## config.mk

```make
export PLATFORM = sky130hd
export DESIGN_NAME = dsp_fir_result_collector
export DESIGN_NICKNAME = d
export VERILOG_FILES = /design/src/rtl/dsp_fir_result_collector.sv
export SDC_FILE = /design/constraint.sdc
export NUM_CORES = 1
export LEC_CHECK = 0
export ABC_AREA = 1
export CORE_UTILIZATION = 57
export DETAILED_ROUTE_END_ITERATION = 7
export GPL_TIMING_DRIVEN = 0
export PLACE_DENSITY = 0.8
export SLEW_MARGIN = 20
export SYNTH_ARGS = -nofsm -noshare
export SYNTH_HDL_FRONTEND = slang
export SYNTH_SLANG_ARGS = --single-unit
```

## constraint.sdc

```tcl
create_clock -name clock_i -period 2.9 [get_ports clock_i]
set_input_delay 0.29 -clock clock_i [delete_from_list [all_inputs] [get_ports clock_i]]
set_output_delay 0.29 -clock clock_i [all_outputs]
set_load 0.02 [all_outputs]
```

## src/rtl/dsp_fir_result_collector.sv

```systemverilog
// Output collector for a time-multiplexed FIR on a dsp_t1 MAC: captures z_o on dump,
// saturates it to OUT_WIDTH and queues it on a valid/ready stream. Optional stats: DSP_FIR_COLLECT_STATS_EN.
module dsp_fir_result_collector #(
  parameter int Z_WIDTH         = 38,
  parameter int OUT_WIDTH       = 32,
  parameter int DEPTH           = 4,
  parameter int CAPTURE_LATENCY = 0
) (
  input  logic                       clock_i,
  input  logic                       s_reset,
  input  logic                       dump_i,
  input  logic [Z_WIDTH-1:0]         z_i,
  output logic [OUT_WIDTH-1:0]       m_data_o,
  output logic                       m_sat_o,
  output logic                       m_valid_o,
  input  logic                       m_ready_i,
  output logic [$clog2(DEPTH):0]     level_o,
`ifdef DSP_FIR_COLLECT_STATS_EN
  output logic [15:0]                sample_count_o,
  output logic [15:0]                sat_count_o,
`endif
  output logic                       overflow_o
);

  localparam int AW = $clog2(DEPTH);
  localparam int LW = AW + 1;
  localparam logic [OUT_WIDTH-1:0] MAX_VAL = {1'b0, {(OUT_WIDTH-1){1'b1}}};
  localparam logic [OUT_WIDTH-1:0] MIN_VAL = {1'b1, {(OUT_WIDTH-1){1'b0}}};

  logic cap;

  generate
    if (CAPTURE_LATENCY == 0) begin : g_direct
      assign cap = dump_i;
    end else begin : g_delay
      logic [CAPTURE_LATENCY-1:0] dly;
      always_ff @(posedge clock_i) begin
        if (s_reset) begin
          dly <= '0;
        end else begin
          dly[0] <= dump_i;
          for (int i = 1; i < CAPTURE_LATENCY; i++) dly[i] <= dly[i-1];
        end
      end
      assign cap = dly[CAPTURE_LATENCY-1];
    end
  endgenerate

  // Value fits when every bit from the output sign bit upward agrees.
  logic [Z_WIDTH-OUT_WIDTH:0] upper;
  logic                       fits;
  logic [OUT_WIDTH-1:0]       wr_data;
  logic                       wr_sat;

  always_comb begin
    upper   = z_i[Z_WIDTH-1:OUT_WIDTH-1];
    fits    = (&upper) | ~(|upper);
    wr_data = z_i[OUT_WIDTH-1:0];
    wr_sat  = 1'b0;
    if (!fits) begin
      wr_sat  = 1'b1;
      wr_data = z_i[Z_WIDTH-1] ? MIN_VAL : MAX_VAL;
    end
  end

  logic [OUT_WIDTH:0] mem [DEPTH];
  logic [AW-1:0]      rd_ptr, wr_ptr, rd_next;
  logic [LW-1:0]      level, level_next, level_after_pop;
  logic               full, push, pop, head_load;
  logic [OUT_WIDTH:0] head_next;

  always_comb begin
    full            = (level == LW'(DEPTH));
    pop             = m_valid_o && m_ready_i;
    push            = cap && (!full || pop);
    rd_next         = rd_ptr + AW'(pop);
    level_after_pop = level - LW'(pop);
    level_next      = level_after_pop + LW'(push);
    // Head register reloads only when the visible entry changes; an emptied FIFO keeps the last sample.
    head_load       = (level_next != '0) && (pop || (level == '0));
    if (push && (level_after_pop == '0)) head_next = {wr_sat, wr_data};
    else                                 head_next = mem[rd_next];
  end

  always_ff @(posedge clock_i) begin
    if (push) mem[wr_ptr] <= {wr_sat, wr_data};
  end

  always_ff @(posedge clock_i) begin
    if (s_reset) begin
      rd_ptr     <= '0;
      wr_ptr     <= '0;
      level      <= '0;
      m_data_o   <= '0;
      m_sat_o    <= 1'b0;
      overflow_o <= 1'b0;
    end else begin
      rd_ptr <= rd_next;
      if (push) wr_ptr <= wr_ptr + 1'b1;
      level <= level_next;
      if (head_load) begin
        m_sat_o  <= head_next[OUT_WIDTH];
        m_data_o <= head_next[OUT_WIDTH-1:0];
      end
      if (cap && !push) overflow_o <= 1'b1;
    end
  end

  assign m_valid_o = (level != '0);
  assign level_o   = level;

`ifdef DSP_FIR_COLLECT_STATS_EN
  always_ff @(posedge clock_i) begin
    if (s_reset) begin
      sample_count_o <= '0;
      sat_count_o    <= '0;
    end else if (push) begin
      if (sample_count_o != 16'hFFFF) sample_count_o <= sample_count_o + 16'd1;
      if (wr_sat && (sat_count_o != 16'hFFFF)) sat_count_o <= sat_count_o + 16'd1;
    end
  end
`endif

endmodule

```

# After elaboration in Yosys (flattened, before gate mapping)
# Memory sizes are Yosys's and may differ from the RTL's.
# Index checks and enable logic that the tools add are counted.
# classes
n_reduce_logical,15
add_sub_neg,4
muxes,6
bitwise_logic,2
n_eq_ne,1
# op_table
op,count
2-to-1 mux 32 bit,2
2-to-1 mux 33 bit,1
AND reduction 7 bit,1
OR reduction 7 bit,1
zero test 3 bit,2
nonzero test 3 bit,2
logical AND 1 bit,5
adder 3 x 1 -> 3 bit,1
"== test 3 bit, second input constant",1
2-to-1 mux 1 bit,3
subtractor 3 x 1 -> 3 bit,1
adder 2 x 1 -> 2 bit,1
"adder 2 x 1 -> 2 bit, second input constant",1
zero test 1 bit,2
logical OR 1 bit,2
NOT 1 bit,1
bitwise OR 1 bit,1
# totals
reg_bits,41
ram_bits,132
word_cells,35
memories,1
# memory_table
memory,words,word_bits,read_ports,rd_clocked_by_memory_dff,wr,line_no,text
mem,4,33,1,0,1,66,logic [OUT_WIDTH:0] mem [DEPTH];

# Longest topological paths before layout
# logic_depth
ltp_word,7
mapped_depth,18
ltp_nobuf,16

# Worst setup path after synthesis
# Ideal clock, no wire load.
# synth_path
kind,register to register
startpoint,"register level[1], in the netlist level_o[1]"
endpoint,memory mem[0][0] in the netlist's numbering (enable)
slack_ns,0.349
setup_ns,0.423
t_required_ns,2.477
synth_period_minus_slack_ns,2.551
path_stages_with_launch,5
arrival_time_ns,2.128
path_cell_list,dfxtp_1 nor2_4 nand2_2 nand2_4 nor2_1
# synth_between
elab_chain_cells,6
elab_cells_between_ends,8
# synth_lines
element,line_no,text
"start, declared",68,"logic [LW-1:0] level, level_next, level_after_pop;"
"start signal, assigned",100,level <= level_next;
== test 3 bit or nonzero test 3 bit (tied branches),"73, 109",
zero test 1 bit or logical AND 1 bit (tied branches),"75, 74",
logical OR 1 bit (*),75,push = cap && (!full || pop);
logical AND 1 bit (*),75,
2-to-1 mux 1 bit (*),86,"if (push) mem[wr_ptr] <= {wr_sat, wr_data};"
2-to-1 mux 1 bit (not written as such) (*),86,
"end, declared",66,
# Every way passes the cells marked *; elsewhere a longest branch is shown, timed or not.

# Worst setup path after layout
# layout_path
startpoint,"register level[2], in the netlist level_o[2]"
endpoint,register m_data_o[6]
# layout_between
elab_chain_cells,7
elab_cells_between_ends,17
# layout_lines
element,line_no,text
== test 3 bit or nonzero test 3 bit (tied branches),"73, 109",
zero test 1 bit or logical AND 1 bit (tied branches),"75, 74",
logical OR 1 bit (*),75,
logical AND 1 bit (*),75,
net push,69,"logic full, push, pop, head_load;"
adder 3 x 1 -> 3 bit (*),78,level_next = level_after_pop + LW'(push);
net level_next[1],68,
nonzero test 3 bit (*),80,head_load = (level_next != '0) && (pop || (level == '0));
logical AND 1 bit (*),80,
"end signal, assigned",103,m_data_o <= head_next[OUT_WIDTH-1:0];
"end, declared",13,"output logic [OUT_WIDTH-1:0] m_data_o,"
# Mark *: on every way through the listed nets, which the timed path passes. The rest lies on a longest branch.
# A chain may end at the register's enable or synchronous reset.

==> impl_metrics.env <==
export IMPL_grt_pass1_wl_um=27900
export IMPL_drt_antenna_violating_nets=0
export IMPL_power_share_clock_pct=22.2
export IMPL_core_area_mm2=0.0132
export IMPL_synth_edf_count=132
export IMPL_synthesis_nets=882
export IMPL_ys_async_sr_fraction_pct=0
export IMPL_combPwrFrac_pct=48.4
export IMPL_vias=5894
export IMPL_use_met1_pct=32.8
export IMPL_layout_common_cells="nand2_1 (310), edfxtp_1 (132), nor2_1 (78), clkdlybuf4s50_1 (78), o21ai_0 (59)"
export IMPL_peakVddDrop_mv=0.615
export IMPL_cp_arrival_ns=2.82
export IMPL_globalRouteTotalUtil_pct=26.6
export IMPL_fmax_ghz=0.401
export IMPL_grt_busiest_layer="met2"
export IMPL_cp_start_kind="flop"
export IMPL_die_w_um=118
export IMPL_skew_ns=0.00472
export IMPL_setup_viol=0
export IMPL_crit_required_ns=3.23
export IMPL_grt_pass1_vias=5618
export IMPL_yosysSeqAreaShare_pct=62.1
export IMPL_wire_per_inst_um=15.8
export IMPL_syn_avg_cell_area_um2=9.25
export IMPL_ctsResizeCount=0
export IMPL_clk_latency_ns=0.43
export IMPL_synth_top_area_cell="edfxtp_1"
export IMPL_rows=42
export IMPL_p_int_uw=6460
export IMPL_drtPass1Iterations=5
export IMPL_antennaDiodeCount=0
export IMPL_netlist_area_leader_share_pct=51.5
export IMPL_powerDensity_mw_per_mm2=1150
export IMPL_endpoint_kind="flop"
export IMPL_grt_max_degree=22
export IMPL_grt_antenna_before_repair=0
export IMPL_ys_types=26
export IMPL_drtIter0Drc=448
export IMPL_root_buffer="clkbuf_16"
export IMPL_slew_violations=0
export IMPL_p_sw_uw=4380
export IMPL_layout_drive_gt1_share_pct=11.4
export IMPL_drcViolationCount=0
export IMPL_cts_sinks=173
export IMPL_grt_ovfl_total=0
export IMPL_rsz0062_at_grt="no"
export IMPL_pin_count=80
export IMPL_die_height_um=118
export IMPL_gp_congestion=0.795
export IMPL_vias_per_cell=5.25
export IMPL_met2_usage_pct=46.2
export IMPL_htreeDepth=4
export IMPL_postCtsSetupBuffers=0
export IMPL_portBuffers=78
export IMPL_syn_instance_count=832
export IMPL_run_status="completed"
export IMPL_stdcell_area_mm2=0.00946
export IMPL_crit_fanout=10
export IMPL_syn2layout_area_growth_pct=22.9
export IMPL_synthTopCellsByArea="edfxtp_1 (51%), nand2_1 (15%), dfxtp_1 (11%)"
export IMPL_finalPower_uw=10800
export IMPL_synth_compound_area_share_pct=4.70
export IMPL_clk_pin_slew_ns=0.06
export IMPL_leakage_uw=0.00403
export IMPL_place_area_mm2=0.00883
export IMPL_yosysWarnings=0
export IMPL_final_cells=1122
export IMPL_synthMuxAreaShare_pct=0
export IMPL_detail_route_wirelength_um=17700
export IMPL_cts_buffers=17
export IMPL_synth_main_ff_cell="edfxtp_1"
export IMPL_pwr_share_seq_pct=29.4
export IMPL_worst_pin_slew_ns=0.766
export IMPL_layout_commonest_cell="nand2_1"
export IMPL_syn_area_mm2=0.00770
export IMPL_synth_simple_area_share_pct=25.5
export IMPL_hold_buffers=0
export IMPL_hold_class="input pin to flop"
export IMPL_synth_adder_area_share_pct=1.30
export IMPL_swShare_pct=40.4
export IMPL_drv_cap=0
export IMPL_cts_tree="yes"
export IMPL_dp_cells=1090
export IMPL_relSlewSlack_pct=48.8
export IMPL_start_util_pct=58.4
export IMPL_critical_path_class="flop to flop"
export IMPL_hpwlAfterDp_um=11500
export IMPL_fin_hold_ws_ns=0.309
export IMPL_synth_xor_xnor_area_share_pct=0.211
export IMPL_grtUsageMet3_pct=4.30
export IMPL_fin_crit_sh_pct=86.0
export IMPL_dieArea_mm2=0.0140
export IMPL_finalHoldViolations=0
export IMPL_clockBufferDepth=2
export IMPL_num_nets_final=983
export IMPL_synth_top_family_by_area="simple AND/OR/NAND/NOR gates"
export IMPL_synth_seq_cells=173
export IMPL_finalCriticalPeriod_ns=2.49
power by group through the flow:
stage,sequential [uW],clock [uW],combinational (uW)
floorplan,3460,0,3330
global placement,3250,0,5030
detailed placement,3240,0,5160
CTS,3190,2400,5220
global route,3220,2510,5880
finish,3190,2400,5250
path summary, 6_finish.rpt:
| check | from | depth (start not counted) | slack, ns | endpoint |
|---|---|---|---|---|
| setup / recovery | level_o[2] | 16 | 0.41 | m_data_o[6] |
| hold / removal | s_reset | 4 | 0.31 | m_data_o[7] |
| setup reg to reg | level_o[2] | 16 | 0.41 | m_data_o[6] |
| hold reg to reg | overflow_o | 2 | 0.45 | overflow_o |
synth_stat cells, types with 5 or more instances:
cell type and n:
nand3_1 38, clkbuf_1 14, inv_1 56, o21ai_0 59, nor2_1 82, dfxtp_1 41, or2_1 10, edfxtp_1 132
o21ai_1 7, ha_1 8, buf_6 5, buf_2 25, nand2_1 310, or2_2 23
through the flow:
stage | setup WS, ns | utilization (%) | TNS [ns]
after floorplan | 0.349 | - | 0
after global placement | -1.24 | 66.0 | -151.05
after detailed placement | 0.0113 | 66.9 | 0
after CTS | 0.421 | 71.7 | 0
after global routing | 0.243 | 71.7 | 0
final | 0.407 | 71.7 | 0
metal layers:
| layer | vias to the layer above | wire length (um) |
|---|---|---|
| met5 | - | 0 |
| met4 | 0 | 410 |
| met3 | 29 | 1430 |
| met2 | 282 | 8870 |
| met1 | 2711 | 6980 |
| li1 | 2872 | - |
layout make-up:
| type | instances | area [um^2] |
|---|---|---|
| clock inverter | 11 | 165 |
| fill | 963 | 3730 |
| sequential | 173 | 4780 |
| timing repair buffer | 82 | 878 |
| clock buffer | 21 | 470 |
| buffer | 46 | 249 |
| inverter | 60 | 225 |
| multi-input combinational | 553 | 2470 |
| tap | 176 | 220 |
sequential cells by signal (all words and copies together) (netlist names):
register and cells:
overflow_o 1, m_sat_o 1, mem 132, level_o 3, wr_ptr 2, m_data_o 32, rd_ptr 2
cell families after synthesis:
kind of cell,Yosys count
buffers and inverters,106
and+or+nand+nor,473
AOI/OAI and AO/OA,71
adders and majority gates,8
xor gates and xnor gates,1
DFF,173
worst max-delay path, stage by stage (launching register included):
cell,delay (ns)
dfxtp_1,0.38
inv_2,0.07
nor2_2,0.11
nand2_2,0.08
nand2_4,0.17
inv_2,0.10
ha_1,0.21
ha_1,0.29
nor2_1,0.06
nand3_1,0.07
nand2_1,0.06
inv_2,0.09
buf_6,0.18
buf_2,0.27
nand3_1,0.13
nand2_1,0.08
inv_1,0.04
Note: power is estimated with default switching activity, not from simulation.
